### config.mk
export PLATFORM = sky130hd
export DESIGN_NAME = mig_app_arbiter
export DESIGN_NICKNAME = d
export VERILOG_FILES = /design/src/rtl/mig_app_arbiter.sv
export SDC_FILE = /design/constraint.sdc
export NUM_CORES = 1
export LEC_CHECK = 0
export CORE_AREA = 2 2 306 308
export DETAILED_ROUTE_END_ITERATION = 8
export DIE_AREA = 0 0 308 310
export HOLD_SLACK_MARGIN = 0.08
export PLACE_DENSITY = 0.39
export SLEW_MARGIN = 10
export SYNTH_ARGS = -nofsm -noshare
export SYNTH_HDL_FRONTEND = slang
export SYNTH_SLANG_ARGS = --single-unit
### constraint.sdc
create_clock -name clk_i -period 4.7 [get_ports clk_i]
set_input_delay 0.94 -clock clk_i [delete_from_list [all_inputs] [get_ports clk_i]]
set_output_delay 0.94 -clock clk_i [all_outputs]
set_load 0.005 [all_outputs]
### src/rtl/mig_app_arbiter.sv
// Two-requester round-robin arbiter and sequencer for the MIG DDR3 app_* interface.
// One transaction is issued at a time; read return data is routed back to the
// issuing requester through an in-order tag FIFO.
module mig_app_arbiter #(
    parameter int addr_width_p      = 28,
    parameter int data_width_p      = 128,
    parameter int mask_width_p      = data_width_p / 8,
    parameter int max_outstanding_p = 8
) (
    input  logic                      clk_i,
    input  logic                      reset_i,
    input  logic                      init_calib_complete_i,

    input  logic [1:0]                req_v_i,
    input  logic [1:0]                req_we_i,
    input  logic [2*addr_width_p-1:0] req_addr_i,
    input  logic [2*data_width_p-1:0] req_data_i,
    input  logic [2*mask_width_p-1:0] req_mask_i,
    output logic [1:0]                req_ready_o,

    output logic [1:0]                resp_v_o,
    output logic [data_width_p-1:0]   resp_data_o,

    output logic [addr_width_p-1:0]   app_addr_o,
    output logic [2:0]                app_cmd_o,
    output logic                      app_en_o,
    input  logic                      app_rdy_i,
    output logic [data_width_p-1:0]   app_wdf_data_o,
    output logic [mask_width_p-1:0]   app_wdf_mask_o,
    output logic                      app_wdf_wren_o,
    output logic                      app_wdf_end_o,
    input  logic                      app_wdf_rdy_i,
    input  logic [data_width_p-1:0]   app_rd_data_i,
    input  logic                      app_rd_data_valid_i
);

    localparam int ptr_w_lp = (max_outstanding_p > 1) ? $clog2(max_outstanding_p) : 1;
    localparam int cnt_w_lp = $clog2(max_outstanding_p + 1);

    localparam logic [2:0] cmd_write_lp = 3'b000;
    localparam logic [2:0] cmd_read_lp  = 3'b001;

    typedef enum logic [1:0] {e_calib, e_idle, e_issue} state_e;

    state_e state_q, state_d;

    // issue registers
    logic [2:0]              cmd_q;
    logic                    we_q;
    logic [addr_width_p-1:0] addr_q;
    logic [data_width_p-1:0] data_q;
    logic [mask_width_p-1:0] mask_q;
    logic                    id_q;
    logic                    cmd_done_q;
    logic                    data_done_q;
    logic                    last_grant_q;

    // tag FIFO
    logic [max_outstanding_p-1:0] tag_mem_q;
    logic [ptr_w_lp-1:0]          wr_ptr_q, rd_ptr_q;
    logic [cnt_w_lp-1:0]          tag_count_q;

    logic [1:0] elig;
    logic       tag_room, tag_empty;
    logic       grant_v, gnt_id;
    logic       cmd_acc, data_acc, issue_done;
    logic       push, pop, head_id;

    assign tag_room  = tag_count_q < cnt_w_lp'(max_outstanding_p);
    assign tag_empty = (tag_count_q == '0);
    assign elig      = req_v_i & (req_we_i | {2{tag_room}});

    // Tie goes to the requester not granted last; a lone eligible requester always wins.
    assign gnt_id  = (elig == 2'b11) ? ~last_grant_q : elig[1];
    assign grant_v = (state_q == e_idle) & init_calib_complete_i & (|elig);

    assign cmd_acc    = app_en_o & app_rdy_i;
    assign data_acc   = app_wdf_wren_o & app_wdf_rdy_i;
    assign issue_done = (cmd_done_q | cmd_acc) & (data_done_q | data_acc);

    assign push    = cmd_acc & (cmd_q == cmd_read_lp);
    assign pop     = app_rd_data_valid_i & ~tag_empty;
    assign head_id = tag_mem_q[rd_ptr_q];

    // state register
    always_ff @(posedge clk_i) begin
        if (reset_i) state_q <= e_calib;
        else         state_q <= state_d;
    end

    // next-state: a transaction in flight always completes before calibration loss takes effect
    always_comb begin
        state_d = state_q;
        unique case (state_q)
            e_calib: if (init_calib_complete_i) state_d = e_idle;
            e_idle: begin
                if (!init_calib_complete_i) state_d = e_calib;
                else if (grant_v)           state_d = e_issue;
            end
            e_issue: if (issue_done) state_d = init_calib_complete_i ? e_idle : e_calib;
            default: state_d = e_calib;
        endcase
    end

    // outputs: grant is combinational in e_idle, channel enables come from the done flags
    always_comb begin
        req_ready_o    = 2'b00;
        app_en_o       = 1'b0;
        app_wdf_wren_o = 1'b0;
        if (grant_v) req_ready_o = gnt_id ? 2'b10 : 2'b01;
        if (state_q == e_issue) begin
            app_en_o       = ~cmd_done_q;
            app_wdf_wren_o = we_q & ~data_done_q;
        end
    end

    assign app_wdf_end_o  = app_wdf_wren_o;
    assign app_addr_o     = addr_q;
    assign app_cmd_o      = cmd_q;
    assign app_wdf_data_o = data_q;
    assign app_wdf_mask_o = mask_q;

    // capture the granted request and track command/data channel acceptance
    always_ff @(posedge clk_i) begin
        if (reset_i) begin
            cmd_q        <= cmd_write_lp;
            we_q         <= 1'b0;
            addr_q       <= '0;
            data_q       <= '0;
            mask_q       <= '0;
            id_q         <= 1'b0;
            cmd_done_q   <= 1'b0;
            data_done_q  <= 1'b0;
            last_grant_q <= 1'b1;
        end else if (grant_v) begin
            cmd_q        <= req_we_i[gnt_id] ? cmd_write_lp : cmd_read_lp;
            we_q         <= req_we_i[gnt_id];
            addr_q       <= req_addr_i[gnt_id*addr_width_p +: addr_width_p];
            data_q       <= req_data_i[gnt_id*data_width_p +: data_width_p];
            mask_q       <= req_mask_i[gnt_id*mask_width_p +: mask_width_p];
            id_q         <= gnt_id;
            cmd_done_q   <= 1'b0;
            data_done_q  <= ~req_we_i[gnt_id];
            last_grant_q <= gnt_id;
        end else begin
            if (cmd_acc)  cmd_done_q  <= 1'b1;
            if (data_acc) data_done_q <= 1'b1;
        end
    end

    // tag FIFO: one requester id per accepted read command, popped by returning data
    always_ff @(posedge clk_i) begin
        if (reset_i) begin
            tag_mem_q   <= '0;
            wr_ptr_q    <= '0;
            rd_ptr_q    <= '0;
            tag_count_q <= '0;
        end else begin
            if (push) begin
                tag_mem_q[wr_ptr_q] <= id_q;
                wr_ptr_q <= (wr_ptr_q == ptr_w_lp'(max_outstanding_p-1)) ? '0 : wr_ptr_q + 1'b1;
            end
            if (pop)
                rd_ptr_q <= (rd_ptr_q == ptr_w_lp'(max_outstanding_p-1)) ? '0 : rd_ptr_q + 1'b1;
            case ({push, pop})
                2'b10:   tag_count_q <= tag_count_q + 1'b1;
                2'b01:   tag_count_q <= tag_count_q - 1'b1;
                default: tag_count_q <= tag_count_q;
            endcase
        end
    end

    // read data goes to the oldest outstanding tag; nothing outstanding means it is dropped
    always_comb begin
        resp_v_o = 2'b00;
        if (pop) resp_v_o = head_id ? 2'b10 : 2'b01;
    end
    assign resp_data_o = app_rd_data_i;

`ifndef SYNTHESIS
    // flag read data the controller returned without a matching outstanding read
    always_ff @(posedge clk_i) begin
        if (!reset_i && app_rd_data_valid_i && tag_empty)
            $warning("mig_app_arbiter: read data with no outstanding tag dropped");
    end
`endif

endmodule

======== After elaboration in Yosys (flattened, before gate mapping) ========
Index checks and enable logic that the tools add are counted.
cells by class
  order comparisons ....................... 5
  mux-type cells .......................... 26
  multiply operators ...................... 1
  shift operators ......................... 3
  add/subtract/negate cells ............... 4
  bitwise operators ....................... 17
  eq/ne operators ......................... 11
  reductions and logical operators ........ 8
operators with widths
  kind                   count
  $shiftx A256 B9 Y128   1
  $shiftx A56 B7 Y28     1
  $shiftx A32 B6 Y16     1
  $mux W2                8
  $mux W1                11
  $and A1 B1 Y1          8
  $bwmux W8              1
  $lt A3 B4 Y1 const B   2
  $pmux W4 S2            1
  $add A3 B1 Y3 const B  2
  $eq A2 B2 Y1 const B   3
  $eq A3 B3 Y1 const B   2
  $mux W3                2
  $pmux W2 S3            1
  $not A1 Y1             5
  $add A4 B1 Y4 const B  1
  $eq A2 B1 Y1 const B   2
  $logic_not A4 Y1       1
  $lt A4 B4 Y1 const B   1
  $mul A1 B3 Y4 const B  1
  $ne A2 B2 Y1 const B   2
  $reduce_bool A2 Y1     2
  $reduce_or A2 Y1       2
  $sub A4 B1 Y4 const B  1
  12 further kinds       13
word-level totals
  output and inout bits ................... 310
  bits in registers ....................... 200
  word-level logic and storage cells ...... 89
  input bits .............................. 482

======== Depth between registers and ports, before layout ========
Gate-level depths: netlist of run 1.
  depth after elaboration ................. 9
  gate-level depth with buffers ........... 9
  mapped depth without buffers ............ 9

======== Worst setup path before layout of run 1 ========
No wires, ideal clock.
  path type ............................... in2out
  start point ............................. input req_we_i[0]
  end point ............................... output req_ready_o[0]
  data required time ...................... 3760 ps
  path buffers ............................ 2
  path slack .............................. 1799 ps
  cell stages on the path ................. 5
  arrival time ............................ 1961 ps
  path through ............................ nand2b_1 a311oi_2 buf_2 buf_2 nor2_1
on the way
  longest elaborated chain between the ends .. 6
  elaborated cells on any way between the ends .. 8
  those cells by class .................... 1 x eq/ne; 3 x mux; 3 x bitwise; 1 x reduce/logical
ends and longest elaborated chain
  item             RTL line  text
  from (decl)      15        input logic [1:0] req_we_i,
  $or A2 B2 Y2 *   71        assign elig = req_v_i & (req_we_i | {2{tag_room}});
  $and A2 B2 Y2 *  71
  $eq A2 B2 Y1     74        assign gnt_id = (elig == 2'b11) ? ~last_grant_q : elig[1];
  $mux W1          74
  $mux W2          110       if (grant_v) req_ready_o = gnt_id ? 2'b10 : 2'b01;
  $mux W2 *        110
  to (decl)        19        output logic [1:0] req_ready_o,
Every way passes the cells marked *; elsewhere a longest branch is shown, timed or not.

======== Final worst setup path of run 1 ========
  start point ............................. input req_we_i[1]
  end point ............................... output req_ready_o[1]
Same word-level chain as after synthesis.

==> results.cfg, run 1 <==
[floorplan]
rows = 112
coreArea_um2 = 92500
ios = 792
fp.dieArea_um2 = 95500
start_util_pct = 9.70
die_y_um = 310
die_x_um = 308

[clock_tree]
hold_buffers = 0
cts_sinks = 198
cts_setup_buffers = 0
cts-root-buf = clkbuf_16
htree_levels = 4
clk_pin_slew_ns = 0.07
cts_buffer_depth = 2
insertion_delay_ns = 0.52
cts_made_buffers = 17
cts_tree = yes
cts_resized = 0

[logic_synthesis]
yosys.area.top_type = dfxtp_1
yosysTopAreaCellShare_pct = 44.2
ys_seq_area_share_pct = 44.2
syn_avg_cell_area_um2 = 10.2
synth-xor-area-share_pct = 0.0976
async_flop_share_pct = 0
syn_area_um2 = 8970
ys.flop_type = dfxtp_1
postSynthCellCount = 880
synth-edff-count = 0
synth.area.top_cells = dfxtp_1, buf_4, a221o_1, o2bb2ai_1, and3_1
muxShareOfSynthArea_pct = 2.22
ys_warn_count = 0
synth_simple_gate_area_share_pct = 10.9
synth_top_family_by_area = compound AO/OA/AOI/OAI gates
synth_seq_cells = 198
synth_fa_ha_area_share_pct = 0.837
synth_compound_area_share_pct = 26.6
yosysUniqueCellTypes = 48

[setup_path]
worst-r2r-cell-count = 9
path_max_fanout = 4
cp.required_ns = 3.76
start_kind = input pin
regToRegSetupSlack_ns = 1.81
r2r_end = tag_count_q[2]
rr_startpoint = tag_count_q[3]
crit_arrival_ns = 2.78
worst-setup-path-type = input pin to output pin
cp-end-kind = output pin

[status]
status = finished clean

[timing]
slew_violations = 0
layout_setup_ws_ns = 0.979
period_needed_ns = 3.72
setup_viol_count_final = 0
slew_headroom_pct = 35.2
hold_violations = 0
max_freq_mhz = 269
worst_pin_slew_ns = 0.972
rsz0062_at_grt = no
skew_ns = 0.0199
fin_crit_sh_pct = 79.2
fin_tns_setup_ns = 0

[final_layout]
drive_above_1_share_pct = 4.57
antenna_cells = 0
layout.nets = 1722
post-route-util_pct = 16.5
synthToLayoutAreaGrowth_pct = 69.8

[hold_path]
timing.hold.worst_path_depth = 1
holdPathEnd = app_wdf_data_o[64]
min_path_type = flop to flop
min-delay-start = app_wdf_data_o[64]

[power]
p_int_mw = 2.82
pwr-share-seq_pct = 45.3
ir_drop_mv = 0.253
leakage_nw = 5.55
sw_frac_of_total_pct = 27.2
p_sw_mw = 1.05
clockPowerShare_pct = 38.4
power_density_nw_per_um2 = 254
combPwrFrac_pct = 16.3

[detailed_routing]
drc = 0
wirelength_um = 41400
ant_nets = 0
wl_per_cell_um = 17.0
viasPerCell = 3.46
firstDrtPassIters = 4
drt-initial-drc-count = 402
route.vias.total = 8462

[global_routing]
grt-ovfl-total = 0
grt_antenna_before_repair = 3
grt.total_usage_pct = 8.44
grt_pass1_vias = 8748
grt_pass1_wl_um = 58500
grt_max_degree = 99

[place]
pre_cts_ws_ns = 0.987
hpwl_um = 31100
io_buffers = 533
place.gp.congestion = 0.749

[job]
cap_violations = 0
critical path: stages:
cell and delay, ns:
clkdlybuf4s50_1 0.50, and2b_1 0.24, a311oi_4 0.34, nor2b_1 0.24
clkdlybuf4s50_1 0.53
cell type report:
cell class	instances	area (µm²)
Clock buffer	18	429
Tap cell	1197	1500
Fill cell	10400	77300
Inverter	4	15.0
Timing Repair Buffer	547	5520
Clock inverter	14	119
Sequential cell	198	3960
Multi-Input combinational cell	466	3690
sequential cells by signal, summed over array words and instances (netlist names):
| name | count |
|---|---|
| app_addr_o | 28 |
| id_q | 1 |
| we_q | 1 |
| data_done_q | 1 |
| state_q | 2 |
| app_cmd_o | 1 |
| app_wdf_mask_o | 16 |
| tag_count_q | 4 |
| tag_mem_q | 8 |
| wr_ptr_q | 3 |
| rd_ptr_q | 3 |
| cmd_done_q | 1 |
| app_wdf_data_o | 128 |
| last_grant_q | 1 |
power by group through the flow:
stage	clock, mW	sequential [mW]	combinational [mW]
2_1_floorplan	0	1.79	0.253
3_3_place_gp	0	1.79	0.639
3_5_place_dp	0	1.79	0.643
4_1_cts	1.59	1.75	0.645
5_1_grt	1.64	1.76	0.679
6_report	1.49	1.75	0.633
kinds of logic after synthesis:
kind of cell,count (synthesis)
AO/OA/AOI/OAI,276
multiplexers,17
flip-flops,198
adder cells (fa/ha/maj),6
buffers and inverters,217
XOR/XNOR,1
AND/OR/NAND/NOR,164
other,1
cells in the final DEF, fill, tap and decap left out, types with 3 or more instances in the layout:
cell / Yosys / routed
a21oi_1: 12 / 12
a221o_1: 98 / 98
a22oi_1: 75 / 75
and3_1: 98 / 98
buf_12: 0 / 6
buf_4: 133 / 8
clkbuf_16: 0 / 17
clkdlybuf4s50_1: 0 / 533
clkinv_4: 0 / 3
clkinvlp_4: 0 / 3
dfxtp_1: 198 / 198
ha_1: 6 / 6
inv_1: 4 / 4
inv_6: 0 / 3
inv_8: 0 / 3
mux2i_1: 12 / 12
nand2_1: 10 / 10
nand4_1: 4 / 4
nand4b_1: 4 / 4
nor2_1: 20 / 18
nor2b_1: 10 / 10
o21ai_0: 4 / 4
o2bb2ai_1: 74 / 74
stage by stage:
step	hold slack (ns)	std cells	instance area [µm²]	total power, mW
5_1_grt	0.484	2444	15200	4.08
3_5_place_dp	0.445	2412	14700	2.43
3_3_place_gp	0.445	2412	14700	2.43
2_1_floorplan	0.456	881	8980	2.04
6_report	0.465	2444	15200	3.87
4_1_cts	0.468	2444	15200	3.99
synth_stat cells (10+ instances only):
master	n
dfxtp_1	198
buf_4	133
and3_1	98
clkbuf_1	51
a21oi_1	12
mux2i_1	12
nor2b_1	10
nand2_1	10
a22oi_1	75
o2bb2ai_1	74
buf_2	24
nor2_1	20
a221o_1	98
layer usage:
metal	wire length [µm]	global-route usage, %	vias to the layer above
met5	23	0	-
met4	1050	3.93	4
met3	3490	3.30	66
met2	20200	13.8	355
met1	16700	9.64	4065
li1	-	-	3972
worst max path at each step:
stage                            from              to  slack (ns)
after global placement    req_we_i[1]  req_ready_o[1]        1.04
final                     req_we_i[1]  req_ready_o[1]        0.98
after global routing      req_we_i[1]  req_ready_o[1]        0.93
after CTS                 req_we_i[1]  req_ready_o[1]        0.98
after floorplan           req_we_i[0]  req_ready_o[0]        1.80
after detailed placement  req_we_i[1]  req_ready_o[1]        0.99
(Power assumes the default switching activity.)
==> run 2: changes to the inputs <==
==> constraint.sdc (replaced) <==
create_clock -name clk_i -period 3.8 [get_ports clk_i]
set_input_delay 0.76 -clock clk_i [delete_from_list [all_inputs] [get_ports clk_i]]
set_output_delay 0.76 -clock clk_i [all_outputs]
set_load 0.005 [all_outputs]
==> run 2 against run 1 <==
Net effect:
- sequential share of layout area decreased by 0.36 points
- worst setup slack worse by 0.48 ns
- clock power up 35%
- total power increased by 28%
- largest cell class unchanged
- critical path depth unchanged
==> results.cfg, run 2 (same netlist as run 1, synthesis figures left out) <==
[status]
status = finished clean

[timing]
max_freq_mhz = 303
slew_violations = 0
setup_viol_count_final = 0
skew_ns = 0.0157
fin_crit_sh_pct = 87.0
worst_pin_slew_ns = 0.737
fin_tns_setup_ns = 0
hold_violations = 0
period_needed_ns = 3.30
slew_headroom_pct = 50.8
rsz0062_at_grt = no

[clock_tree]
cts_setup_buffers = 0
cts_sinks = 198
cts-root-buf = clkbuf_16
cts_tree = yes
hold_buffers = 0
clk_pin_slew_ns = 0.08
cts_made_buffers = 17
htree_levels = 4
insertion_delay_ns = 0.52
cts_buffer_depth = 2
cts_resized = 0

[hold_path]
timing.hold.worst_path_depth = 1
min_path_type = flop to flop

[floorplan]
die_x_um = 308
rows = 112
fp.dieArea_um2 = 95500
die_y_um = 310
ios = 792
start_util_pct = 9.70
coreArea_um2 = 92500

[detailed_routing]
viasPerCell = 3.41
wl_per_cell_um = 17.0
drt-initial-drc-count = 484
ant_nets = 0
drc = 0
firstDrtPassIters = 5
route.vias.total = 8396
wirelength_um = 41900

[final_layout]
multi_input_area_um2 = 3690
layout.nets = 1738
synthToLayoutAreaGrowth_pct = 72.2
largest_reg_flops = 128
layout_common_cells = clkdlybuf4s50_1, dfxtp_1, and3_1, a221o_1, a22oi_1
regArea_um2 = 3960
drive_above_1_share_pct = 5.86
num-fill-cells = 10300
final_common_cell = clkdlybuf4s50_1
post-route-util_pct = 16.7

[global_routing]
grt.total_usage_pct = 8.51
grt-ovfl-total = 0
grt_max_degree = 99
grt_pass1_wl_um = 58500
grt_pass1_vias = 8474
grt_antenna_before_repair = 3

[setup_path]
crit_arrival_ns = 2.54
cp.required_ns = 3.04
start_kind = input pin
path_cells = clkdlybuf4s50_1, and2b_1, a311oi_4, nor2b_1, clkdlybuf4s50_1
cpMaxStageDelayCell = clkdlybuf4s50_1
path_max_fanout = 3
regToRegSetupSlack_ns = 0.89
worst_path_most_repeated_cell = clkdlybuf4s50_1
cp-end-kind = output pin
slowest_delay_ns = 0.52
worst-r2r-cell-count = 9
worst-setup-path-type = input pin to output pin

[place]
io_buffers = 533
hpwl_um = 31200
place.gp.congestion = 0.752

[power]
ir_drop_mv = 0.302
leakage_nw = 5.68
power_density_nw_per_um2 = 321

[job]
cap_violations = 0
[run 2: changes by cell type in the layout (fill, tap and decap cells not counted), sizes merged]
cell | before | now
inv | 10 | 13
diode | 0 | 1
clkinv | 5 | 6
clkbuf | 18 | 17
clkinvlp | 3 | 0
buf | 14 | 30
[run 2: worst max-delay path, delay by kind of cell]
family / cells / cell delay, ns
buffers and inverters: 2 / 1.01
AOI/OAI and AO/OA: 1 / 0.31
and+or+nand+nor: 2 / 0.46
[run 2: metal layers]
metal / share of wire (%) / vias to the layer above / track usage [%]
met5: 0.088 / - / 0
met4: 2.6 / 4 / 3.93
met3: 7.8 / 69 / 3.64
met2: 48 / 351 / 13.5
met1: 42 / 3969 / 9.90
li1: - / 4003 / -
[run 2: layout make-up]
class	count	area share, %
Timing Repair Buffer	563	36.6
Clock buffer	17	2.75
Tap cell	1197	9.69
Sequential cell	198	25.7
Inverter	4	0.0972
Clock inverter	15	1.24
Antenna cell	1	0.0162
Multi-Input combinational cell	466	23.9
[run 2: stage by stage]
step	total power, mW	hold slack (ns)	cell area (µm²)	setup slack (ns)	instances
final	4.97	0.466	15500	0.495	2461
after global routing	5.24	0.486	15400	0.345	2460
after CTS	5.12	0.471	15400	0.443	2460
after detailed placement	3.02	0.446	14800	0.473	2428
after global placement	3.02	0.444	14800	0.499	2428
after floorplan	2.53	0.456	8980	1.24	881
[run 2: path summary, 6_finish.rpt]
| kind | from | end |
|---|---|---|
| worst max-delay path | req_we_i[1] | req_ready_o[1] |
| worst min-delay path | app_wdf_data_o[121] | app_wdf_data_o[121] |
| worst max register to register | tag_count_q[3] | tag_count_q[2] |
| worst min register to register | app_wdf_data_o[121] | app_wdf_data_o[121] |
[run 2: power breakdown]
part           internal (mW)  switching (mW)  total (mW)
registers               2.13          0.0352        2.17
logic                  0.509           0.286       0.794
clock network          0.904            1.10        2.01
total                   3.54            1.42        4.97
==> run 3: changes to the inputs <==
--- a/config.mk
+++ b/config.mk
@@ -6,6 +6,7 @@
 export NUM_CORES = 1
 export LEC_CHECK = 0
 export CORE_AREA = 2 2 306 308
+export CTS_CLUSTER_DIAMETER = 60
 export DETAILED_ROUTE_END_ITERATION = 8
 export DIE_AREA = 0 0 308 310
 export HOLD_SLACK_MARGIN = 0.08
==> results of run 3 <==
Same layout as run 2: the final DEF is identical, and so are final timing and power.
